## config.mk

```make
export PLATFORM = sky130hd
export DESIGN_NAME = accum_rr_sched
export DESIGN_NICKNAME = d
export VERILOG_FILES = /design/src/rtl/accum_rr_sched.sv
export SDC_FILE = /design/constraint.sdc
export NUM_CORES = 1
export LEC_CHECK = 0
export CORE_ASPECT_RATIO = 1.2
export CORE_MARGIN = 1.5
export CORE_UTILIZATION = 45
export CTS_CLUSTER_SIZE = 28
export DETAILED_ROUTE_END_ITERATION = 8
export PLACE_DENSITY = 0.72
export SETUP_SLACK_MARGIN = 0.02
export SYNTH_ARGS = -nofsm -noshare
export SYNTH_HDL_FRONTEND = slang
export SYNTH_SLANG_ARGS = --single-unit
```

## constraint.sdc

```tcl
create_clock -name CLK -period 7.4 [get_ports CLK]
set_input_delay 1.48 -clock CLK [delete_from_list [all_inputs] [get_ports CLK]]
set_output_delay 1.48 -clock CLK [all_outputs]
set_load 0.02 [all_outputs]
```

## src/rtl/accum_rr_sched.sv

```systemverilog
// Round-robin scheduler sharing one accumulate datapath between NREQ requesters.
// Each accepted request runs select (IDLE) -> grant (GRANT) -> accumulate (ACC),
// so the shared running sum advances at most once every three cycles.
module accum_rr_sched #(
    parameter int NREQ  = 4,
    parameter int WIDTH = 32,
    parameter int IDW   = 2
) (
    input  logic                    CLK,
    input  logic                    RST,
    input  logic                    clr,
    input  logic [NREQ-1:0]         req,
    input  logic [NREQ*WIDTH-1:0]   req_value,
    output logic [NREQ-1:0]         gnt,
    output logic                    busy,
    output logic                    done,
    output logic [IDW-1:0]          done_id,
    output logic [WIDTH-1:0]        count,
    output logic                    overflow,
    output logic [7:0]              led
);

    localparam logic [1:0] S_IDLE  = 2'd0;
    localparam logic [1:0] S_GRANT = 2'd1;
    localparam logic [1:0] S_ACC   = 2'd2;

    logic [1:0]        state_q,   state_d;
    logic [IDW-1:0]    ptr_q,     ptr_d;
    logic [IDW-1:0]    sel_q,     sel_d;
    logic [WIDTH-1:0]  opnd_q,    opnd_d;
    logic [WIDTH-1:0]  count_q,   count_d;
    logic              ovf_q,     ovf_d;
    logic [NREQ-1:0]   gnt_q,     gnt_d;
    logic              done_q,    done_d;
    logic [IDW-1:0]    done_id_q, done_id_d;

    logic              win_found;
    logic [IDW-1:0]    win_idx;
    logic [WIDTH-1:0]  win_val;
    logic [WIDTH:0]    add_full;
    logic [IDW-1:0]    ptr_nxt;

    // Rotating-priority pick: indices at or above ptr beat those below it, and
    // within each group the lowest index wins (later writes override earlier).
    always_comb begin
        win_found = 1'b0;
        win_idx   = '0;
        win_val   = '0;
        for (int i = NREQ - 1; i >= 0; i--) begin
            if (req[i] && (i < int'(ptr_q))) begin
                win_found = 1'b1;
                win_idx   = IDW'(i);
                win_val   = req_value[i*WIDTH +: WIDTH];
            end
        end
        for (int i = NREQ - 1; i >= 0; i--) begin
            if (req[i] && (i >= int'(ptr_q))) begin
                win_found = 1'b1;
                win_idx   = IDW'(i);
                win_val   = req_value[i*WIDTH +: WIDTH];
            end
        end
    end

    assign add_full = {1'b0, count_q} + {1'b0, opnd_q};
    assign ptr_nxt  = (sel_q == IDW'(NREQ - 1)) ? '0 : sel_q + 1'b1;

    // Next-state logic: clr in any state clears the sum and abandons any
    // in-flight operation without moving the pointer or producing done.
    always_comb begin
        state_d   = state_q;
        ptr_d     = ptr_q;
        sel_d     = sel_q;
        opnd_d    = opnd_q;
        count_d   = count_q;
        ovf_d     = ovf_q;
        gnt_d     = '0;
        done_d    = 1'b0;
        done_id_d = done_id_q;
        case (state_q)
            S_IDLE: begin
                if (clr) begin
                    count_d = '0;
                    ovf_d   = 1'b0;
                end else if (win_found) begin
                    sel_d   = win_idx;
                    opnd_d  = win_val;
                    gnt_d   = {{(NREQ-1){1'b0}}, 1'b1} << win_idx;
                    state_d = S_GRANT;
                end
            end
            S_GRANT: begin
                if (clr) begin
                    count_d = '0;
                    ovf_d   = 1'b0;
                    state_d = S_IDLE;
                end else begin
                    state_d = S_ACC;
                end
            end
            S_ACC: begin
                if (clr) begin
                    count_d = '0;
                    ovf_d   = 1'b0;
                end else begin
                    count_d   = add_full[WIDTH-1:0];
                    ovf_d     = ovf_q | add_full[WIDTH];
                    done_d    = 1'b1;
                    done_id_d = sel_q;
                    ptr_d     = ptr_nxt;
                end
                state_d = S_IDLE;
            end
            default: state_d = S_IDLE;
        endcase
    end

    // State and output registers with asynchronous active-low reset.
    always_ff @(posedge CLK or negedge RST) begin
        if (!RST) begin
            state_q   <= S_IDLE;
            ptr_q     <= '0;
            sel_q     <= '0;
            opnd_q    <= '0;
            count_q   <= '0;
            ovf_q     <= 1'b0;
            gnt_q     <= '0;
            done_q    <= 1'b0;
            done_id_q <= '0;
        end else begin
            state_q   <= state_d;
            ptr_q     <= ptr_d;
            sel_q     <= sel_d;
            opnd_q    <= opnd_d;
            count_q   <= count_d;
            ovf_q     <= ovf_d;
            gnt_q     <= gnt_d;
            done_q    <= done_d;
            done_id_q <= done_id_d;
        end
    end

    assign gnt      = gnt_q;
    assign busy     = (state_q != S_IDLE);
    assign done     = done_q;
    assign done_id  = done_id_q;
    assign count    = count_q;
    assign overflow = ovf_q;
    assign led      = count_q[23:16];

endmodule

```

Word level (Yosys, flattened, before mapping). Index checks and enable logic that the tools add are counted.

Flip-flop bits (word level): 78. Input bits: 135. Logic and storage cells: 77.

Add/sub/neg operators: 2. Magnitude comparators: 6. Equal/unequal tests: 6. Shifts and indexed selects: 1. Mux-type cells: 37. Bitwise operators: 2. Reduce and logical (&&, ||, !) cells: 14.

Operator list (count): $mux 32 (9); $pmux 32 s2 (1); $add 32x32->33 (1); $mux 2 (11); $mux 4 (3); $mux 1 (11); $logic_and 1x1->1 (6); $reduce_and 2->1 (3); $eq 2x2->1 const B (2); $ge 1x2->1 const A (2); $lt 1x2->1 const A (2); $ne 2x2->1 const B (2); $pmux 2 s2 (1); $reduce_bool 2->1 (2); $shl 1x2->4 const A (1); $reduce_and 3->1 (1); $add 2x1->2 const B (1); $eq 2x1->1 const B (1); $ge 2x2->1 const A (1); $logic_not 2->1 (1); $lt 2x2->1 const A (1); $ne 2x1->1 const B (1); $pmux 1 s2 (1); $reduce_or 2->1 (1); 2 further kinds (2).

Logic depth before layout (Yosys ltp). Gate-level depths: netlist of the first run.

Depth in word-level cells: 13. Gate-level depth with buffers: 11. Mapped depth without buffers: 11.

Worst setup path after synthesis of the first run. No wires, ideal clock.

Path type: input -> register. Start: in req[0]. End: reg opnd_q[10]. Library setup time: 83 ps. Arrival: 3005 ps. Data required time: 7317 ps. Setup slack: 4312 ps. Cell stages on the path: 11. Cell sequence: buf_2 > nor2b_1 > clkbuf_1 > clkbuf_1 > a22o_1 > a22oi_1 > o21ai_0 > a22oi_1 > a211oi_1 > a21oi_1 > o21ai_0.

Cells in the longest elaborated chain, start to end: 7. Elaborated cells on any way between the ends: 13.

RTL lines: start, declared (RTL line 12) `input logic [NREQ-1:0] req,`; $logic_and 1x1->1 (RTL line 50) `if (req[i] && (i < int'(ptr_q))) begin`; $mux 1 (RTL line 50); $mux 1 (4 in a row) (RTL line 57) `if (req[i] && (i >= int'(ptr_q))) begin`; $reduce_and 3->1 (no source line); end signal, assigned (RTL line 134) `opnd_q <= opnd_d;`; end, declared (RTL line 30) `logic [WIDTH-1:0] opnd_q, opnd_d;`.

Parallel ways exist; a longest one is shown, timed or not. A chain may end at the register's enable or synchronous reset.

Final worst setup path of the first run.
Start: in req[0]. End: reg opnd_q[21].

The elaborated chain is that of the path after synthesis.

==> impl_results.md, run 1 <==
- Status: finished clean
- CTS tree: built
- WP data required: 7.58 ns
- Combinational power share: 0.469
- Buf+Inv Stages, Crit Path: 4
- Worst Hold End: done_id[0]
- Top FF cell, synth: dfrtp_1
- Syn_area_per_cell: 7.69 um^2
- Final worst setup slack: 3.62 ns
- Max-slew violation total from the final report: 0
- Switch share: 0.403
- H-tree Lvls: 3
- Core area: 13800 um^2
- Num CTS Buffers: 9
- Reg2reg path depth: 11
- Clock root cell: clkbuf_16
- Antenna-violating nets left: 0
- Crit path launch type: primary input
- R2R Path Start: count[0]
- Most instantiated library cell after synthesis: nand2_1
- Die area: 14900 um^2
- Overall Global Routing Usage: 0.256
- Clock skew: 0.00708 ns
- Max Fclk: 0.265 GHz
- Top cell by count, worst path: buf_4
- Slowest stage delay, CP: 0.56 ns
- GP Congestion: 0.865
- Worst hold stages: 2
- Synth Area in XOR/XNOR: 0.0344
- Hold Buf Count CTS: 0
- Dpl ws: 3.28 ns
- Largest net degree at the start of global routing: 79
- Measured slew at the worst slew-check pin: 1.18 ns
- Initial Util: 0.461
- Hold Path Origin: done_id[0]
- Util after Layout: 0.619
- EDFF count, synth: 0
- Post-CTS Setup Inserts: 0
- Synth cell types: 56
- WL final: 19600 um
- Vias in the first global route: 5996
- Largest area contributor in the netlist: dfrtp_1
- Worst vdd ir: 133 uV
- Unrepaired setup endpoints after global routing: false
- Cell Int Power: 1.31 mW
- Adder-cell share of the synthesized area: 0.0679
- CP delay by family, top: buffers and inverters
- # setup viols final: 0
- Fin crit share: 0.511
- Sequential area share after synthesis: 0.306
- Period minus WS final: 3.78 ns
- Asr flop ratio synth: 1.00
- Crit path max fanout: 54
- Net load switching power: 0.885 mW
- I/O pins: 184
- DRC Markers: 0
- Area share of the largest cell type after synthesis: 0.306
- DR vias/cell: 5.85
- Nets@finish: 1130
- Min-delay worst type: reg -> reg
- Reg-to-Reg End: overflow
- Hpwl dp: 14100 um
- Leakage: 3.55 nW
- Router iterations before antenna repair: 5
- Setup crit end kind: register
- Fraction of layout cells with a size suffix above 1: 0.0414
- Setup TNS: 0 ns
- Post-cts sizing count: 0
- Final hold vios: 0
- Clock-pin slew on the worst setup and hold paths: 0.06 ns
- Remaining Overflow, GRT: 0
- PnR Total Power: 2.20 mW
- Post-synthesis compound-gate area fraction: 0.373
- Critical Path AT: 3.96 ns
- Synth top cells by count: nand2_1, o21ai_0, dfrtp_1
- Largest family of logic cells by synthesized area: compound AO/OA/AOI/OAI gates
- Seq pwr share: 0.287
- Clk pwr share: 0.244
- Reg2reg setup slack: 4.55 ns
- Yosys reg bits: 78
- Die height: 133 um
- Initial drt markers: 544
- Number of max-cap violations: 0
- Clock Latency Late Sink: 0.35 ns
- Drt wl/cell: 17.2 um
- Synth Area in Simple Gates: 0.163
- Antenna violations before repair: 0
- Synth area leaders: dfrtp_1, nand2_1, o21ai_0, a22oi_1, ha_1
- CTS Sinks: 78
- Vias: 6649
- Synthesized cell area: 6370 um^2
- Row count: 47
- Number of synthesis warnings: 0
- PwrDens: 257 nW/um^2
- CTS max path bufs: 2
- Critical path class: in -> reg
- Global-route wire length before repair: 30800 um
- Synth Instances: 829
- Relative slew slack: 0.215
- N_diodes: 0
- Post-Syn Nets: 998
- Multiplexer share of the synthesized area: 0.00157
- Die width: 112 um
- CP Cell Sequence: clkdlybuf4s50_1 > buf_4 > inv_1 > nor3_2 > buf_4 > a211oi_1 > a21oi_1 > o21ai_0
- Slowest cell on the critical path: buf_4
- IO buf count: 183
- Area Growth Syn to Fin: 34.2%
flip-flops by register name, indices dropped and copies added (netlist names):
| name | count |
|---|---|
| overflow | 1 |
| done_id | 2 |
| state_q | 2 |
| count | 32 |
| sel_q | 2 |
| ptr_q | 2 |
| done | 1 |
| gnt | 4 |
| opnd_q | 32 |
layout make-up:
cell class / count / area [um^2]
fill: 1234 / 5270
inverter: 11 / 41.3
tap: 171 / 214
sequential: 78 / 1950
clock inverter: 6 / 116
clock buffer: 10 / 239
multi-input combinational: 668 / 4090
timing repair buffer: 193 / 1900
cells by family (layout without fill, tap and decap cells):
family,after synthesis,count (layout)
compound gates,364,364
xor+xnor,25,25
fa+ha+maj,34,34
buf+inv,83,220
flops,78,78
mux,1,1
simple gates,244,244
power groups by stage:
| stage | Sequential, mW | Combinational [mW] | Clock (mW) |
|---|---|---|---|
| finish | 0.631 | 1.03 | 0.536 |
| global route | 0.642 | 1.14 | 0.559 |
| CTS | 0.630 | 1.03 | 0.541 |
| detailed placement | 0.638 | 1.02 | 0 |
| global placement | 0.636 | 1.01 | 0 |
| floorplan | 0.619 | 0.710 | 0 |
worst max-delay path by stage:
stage / slack [ns] / depth (start not counted) / start / to
6_report: 3.62 / 8 / req[0] / opnd_q[21]
3_5_place_dp: 3.28 / 8 / req[0] / opnd_q[26]
3_3_place_gp: 3.35 / 8 / req[0] / opnd_q[17]
5_1_grt: 3.39 / 8 / req[0] / opnd_q[26]
4_1_cts: 3.64 / 8 / req[0] / opnd_q[21]
2_1_floorplan: 4.31 / 11 / req[0] / opnd_q[10]
worst min-delay path, stage by stage, from the launching register on:
cell,delay [ns]
dfrtp_1,0.34
nand2_1,0.05
nand2_1,0.05
placed cells by master (no fill, tap or decap), drive strengths merged, types with 2 or more instances in the layout:
master         Yosys  routed
clkdlybuf4s50      0     181
nand2            135     135
o21ai            111     111
dfrtp             78      78
a21oi             66      66
a22oi             65      65
nor2              59      59
a211oi            38      38
a22o              34      34
ha                33      33
xnor2             14      14
inv               11      13
buf               17      12
xor2              11      11
nand3             10      10
clkbuf            55      10
o31ai              9       9
o21a               9       9
nor3               8       8
nor2b              8       8
a21o               7       7
nand2b             6       6
o31a               5       5
and3               4       4
bufinv             0       3
a211o              2       2
and2               2       2
nor4b              2       2
nand4              2       2
a31oi              2       2
nor3b              2       2
a311oi             2       2
layer usage:
layer	part of all wire	global-route usage	vias to the layer above
met1	0.45	0.367	3011
met5	0	0	-
li1	-	-	3329
met3	0.067	0.0337	28
met4	0.018	0.0837	0
met2	0.46	0.400	281
through the flow:
step / area, um^2 / hold slack [ns] / std cells
floorplan: 6370 / 0.454 / 829
global placement: 8200 / 0.464 / 1121
detailed placement: 8200 / 0.462 / 1121
CTS: 8550 / 0.478 / 1137
global route: 8550 / 0.524 / 1137
finish: 8550 / 0.478 / 1137
(Power assumes the default switching activity.)
==> run 2, diff against run 1 <==
--- a/config.mk
+++ b/config.mk
@@ -7,10 +7,10 @@
 export LEC_CHECK = 0
 export CORE_ASPECT_RATIO = 1.2
 export CORE_MARGIN = 1.5
-export CORE_UTILIZATION = 45
+export CORE_UTILIZATION = 44
 export CTS_CLUSTER_SIZE = 28
 export DETAILED_ROUTE_END_ITERATION = 8
-export PLACE_DENSITY = 0.72
+export PLACE_DENSITY = 0.74
 export SETUP_SLACK_MARGIN = 0.02
 export SYNTH_ARGS = -nofsm -noshare
 export SYNTH_HDL_FRONTEND = slang
==> constraint.sdc (replaced) <==
create_clock -name CLK -period 3.1 [get_ports CLK]
set_input_delay 0.62 -clock CLK [delete_from_list [all_inputs] [get_ports CLK]]
set_output_delay 0.62 -clock CLK [all_outputs]
set_load 0.02 [all_outputs]
==> impl_results.md, run 2 (synthesis gave the netlist of run 1 again) <==
- WP data required: 3.32 ns (was 7.58 ns)
- Fin crit share: 0.917
- Critical Path AT: 3.07 ns (was 3.96 ns)
- Row count: 48 (was 47)
- CTS tree: built (unchanged)
- Global routing's busiest layer: met2 (unchanged)
- Vias in the first global route: 6146 (was 5996)
- Relative slew slack: 0.345 (was 0.215)
- GP Congestion: 0.930 (was 0.865)
- Clock root cell: clkbuf_16 (unchanged)
- Overall Global Routing Usage: 0.258 (was 0.256)
- Number of max-cap violations: 0 (unchanged)
- Crit path launch type: register (was primary input)
- Post-cts sizing count: 0 (unchanged)
- Status: finished clean (unchanged)
- Clock skew: 0.00394 ns (was 0.00708 ns)
- DRC Markers: 0 (unchanged)
- Unrepaired setup endpoints after global routing: false (unchanged)
- N_diodes: 0 (unchanged)
- Hold Buf Count CTS: 0 (unchanged)
- R2R Path Start: count[0] (unchanged)
- Clock Latency Late Sink: 0.34 ns (was 0.35 ns)
- Clock-pin slew on the worst setup and hold paths: 0.06 ns (about the same)
- Measured slew at the worst slew-check pin: 0.982 ns (was 1.18 ns)
- Setup crit end kind: register (unchanged)
- Met2 Usage GRT: 0.423 (was 0.400)
- Leakage: 3.59 nW (was 3.55 nW)
- Min-delay worst type: in -> async (was reg -> reg)
- Max-slew violation total from the final report: 0 (unchanged)
- H-tree Lvls: 3 (unchanged)
- Die area: 15200 um^2 (was 14900 um^2)
- Final hold vios: 0 (unchanged)
- Post-CTS Setup Inserts: 0 (unchanged)
- Remaining Overflow, GRT: 0 (unchanged)
- Worst vdd ir: 339 uV (was 133 uV)
- Crit path from: count[0] (was req[0])
- Antenna-violating nets left: 0 (unchanged)
- Fraction of layout cells with a size suffix above 1: 0.0493 (was 0.0414)
- Initial drt markers: 434 (was 544)
- CTS max path bufs: 2 (unchanged)
- Design area: 8640 um^2 (was 8550 um^2)
- Critical path class: reg -> reg (was in -> reg)
- Router iterations before antenna repair: 5 (unchanged)
- Die height: 135 um (was 133 um)
- Vias: 6715 (was 6649)
- Hpwl dp: 14700 um (was 14100 um)
- CTS Sinks: 78 (unchanged)
- Most common cell after layout, fill and taps aside: clkdlybuf4s50_1 (unchanged)
- Drt wl/cell: 16.9 um (was 17.2 um)
- # setup viols final: 0 (unchanged)
- Post-DP Area: 8350 um^2 (was 8200 um^2)
- Area Growth Syn to Fin: 35.6% (was 34.2%)
- Core area: 14300 um^2 (was 13800 um^2)
- Reg2reg setup slack: 0.26 ns (was 4.55 ns)
- Period minus WS final: 2.84 ns
- Crit path max fanout: 7 (was 54)
- IO buf count: 183 (unchanged)
- PwrDens: 586 nW/um^2 (was 257 nW/um^2)
- Nets@finish: 1139 (was 1130)
- Met1 Usage GRT: 0.348 (was 0.367)
- Num CTS Buffers: 9 (unchanged)
- Antenna violations before repair: 0 (unchanged)
- Met3 usage: 0.0449 (was 0.0337)
- Most frequent cells in the layout: clkdlybuf4s50_1, nand2_1, o21ai_0, dfrtp_1 (unchanged)
- Largest net degree at the start of global routing: 79 (unchanged)
- Setup TNS: 0 ns (unchanged)
- WL final: 19500 um (was 19600 um)
- DR vias/cell: 5.84 (was 5.85)
- Max Fclk: 0.352 GHz
- Initial Util: 0.446 (was 0.461)
- I/O pins: 184 (unchanged)
- Global-route wire length before repair: 31500 um (was 30800 um)
- Die width: 113 um (was 112 um)
==> run 2: cell types whose count changed in the layout (fill, tap and decap cells not counted) <==
cell       before  now
inv_6           2    0
buf_4          11   14
bufinv_16       3    0
a2111oi_4       0    1
a2111oi_2       1    0
buf_12          0    6
clkbuf_8        1    3
clkinv_2        0    2
==> run 2: worst paths after layout <==
kind | end | cells past startpoint
max | count[18] | 11
min | gnt[2] | 1
max in group asynchronous | count[15] | 1
min in group CLK | opnd_q[15] | 2
max reg2reg | count[18] | 11
min reg2reg | opnd_q[15] | 2
==> run 2: per-stage QoR <==
stage / hold slack, ns / setup WS (ns) / cells / utilization / power, mW
final: 0.436 / 0.257 / 1149 / 0.605 / 5.07
after global routing: 0.512 / 0.0408 / 1149 / 0.605 / 5.46
after CTS: 0.486 / 0.238 / 1149 / 0.604 / 5.08
after detailed placement: 0.478 / 0.250 / 1134 / 0.584 / 4.04
after global placement: 0.469 / 0.278 / 1134 / 0.584 / 3.99
after floorplan: 0.324 / 0.484 / 829 / - / 3.17
==> run 2: critical path, stage by stage (launching register included) <==
cell	delay, ns
dfrtp_1	0.37
ha_1	0.20
inv_1	0.06
fa_1	0.39
nor2b_1	0.21
o2111ai_2	0.16
a21oi_1	0.25
a311o_2	0.35
a311oi_1	0.18
o31ai_1	0.32
xnor2_1	0.15
o21ai_1	0.07
==> run 2: layout make-up <==
type	count	area, um^2
inverters	11	41.3
flip-flops and latches	78	1950
clock buffers	12	267
multi-input cells	668	4110
well taps	175	219
clock inverters	3	18.8
repair buffers	202	2040
fillers	1328	5650
==> run 2: metal layers <==
| metal | routed length, um | part of all wire |
|---|---|---|
| met5 | 0 | 0 |
| met4 | 410 | 0.021 |
| met3 | 1340 | 0.069 |
| met2 | 9090 | 0.47 |
| met1 | 8630 | 0.44 |
==> run 2: report_power, final <==
part           switching [mW]  leakage, nW  total, mW  internal [mW]
sequential              0.232         1.02       1.51           1.28
clock                   0.416        0.144       1.02          0.602
combinational            1.45         2.42       2.54           1.10
total                    2.10         3.59       5.07           2.97
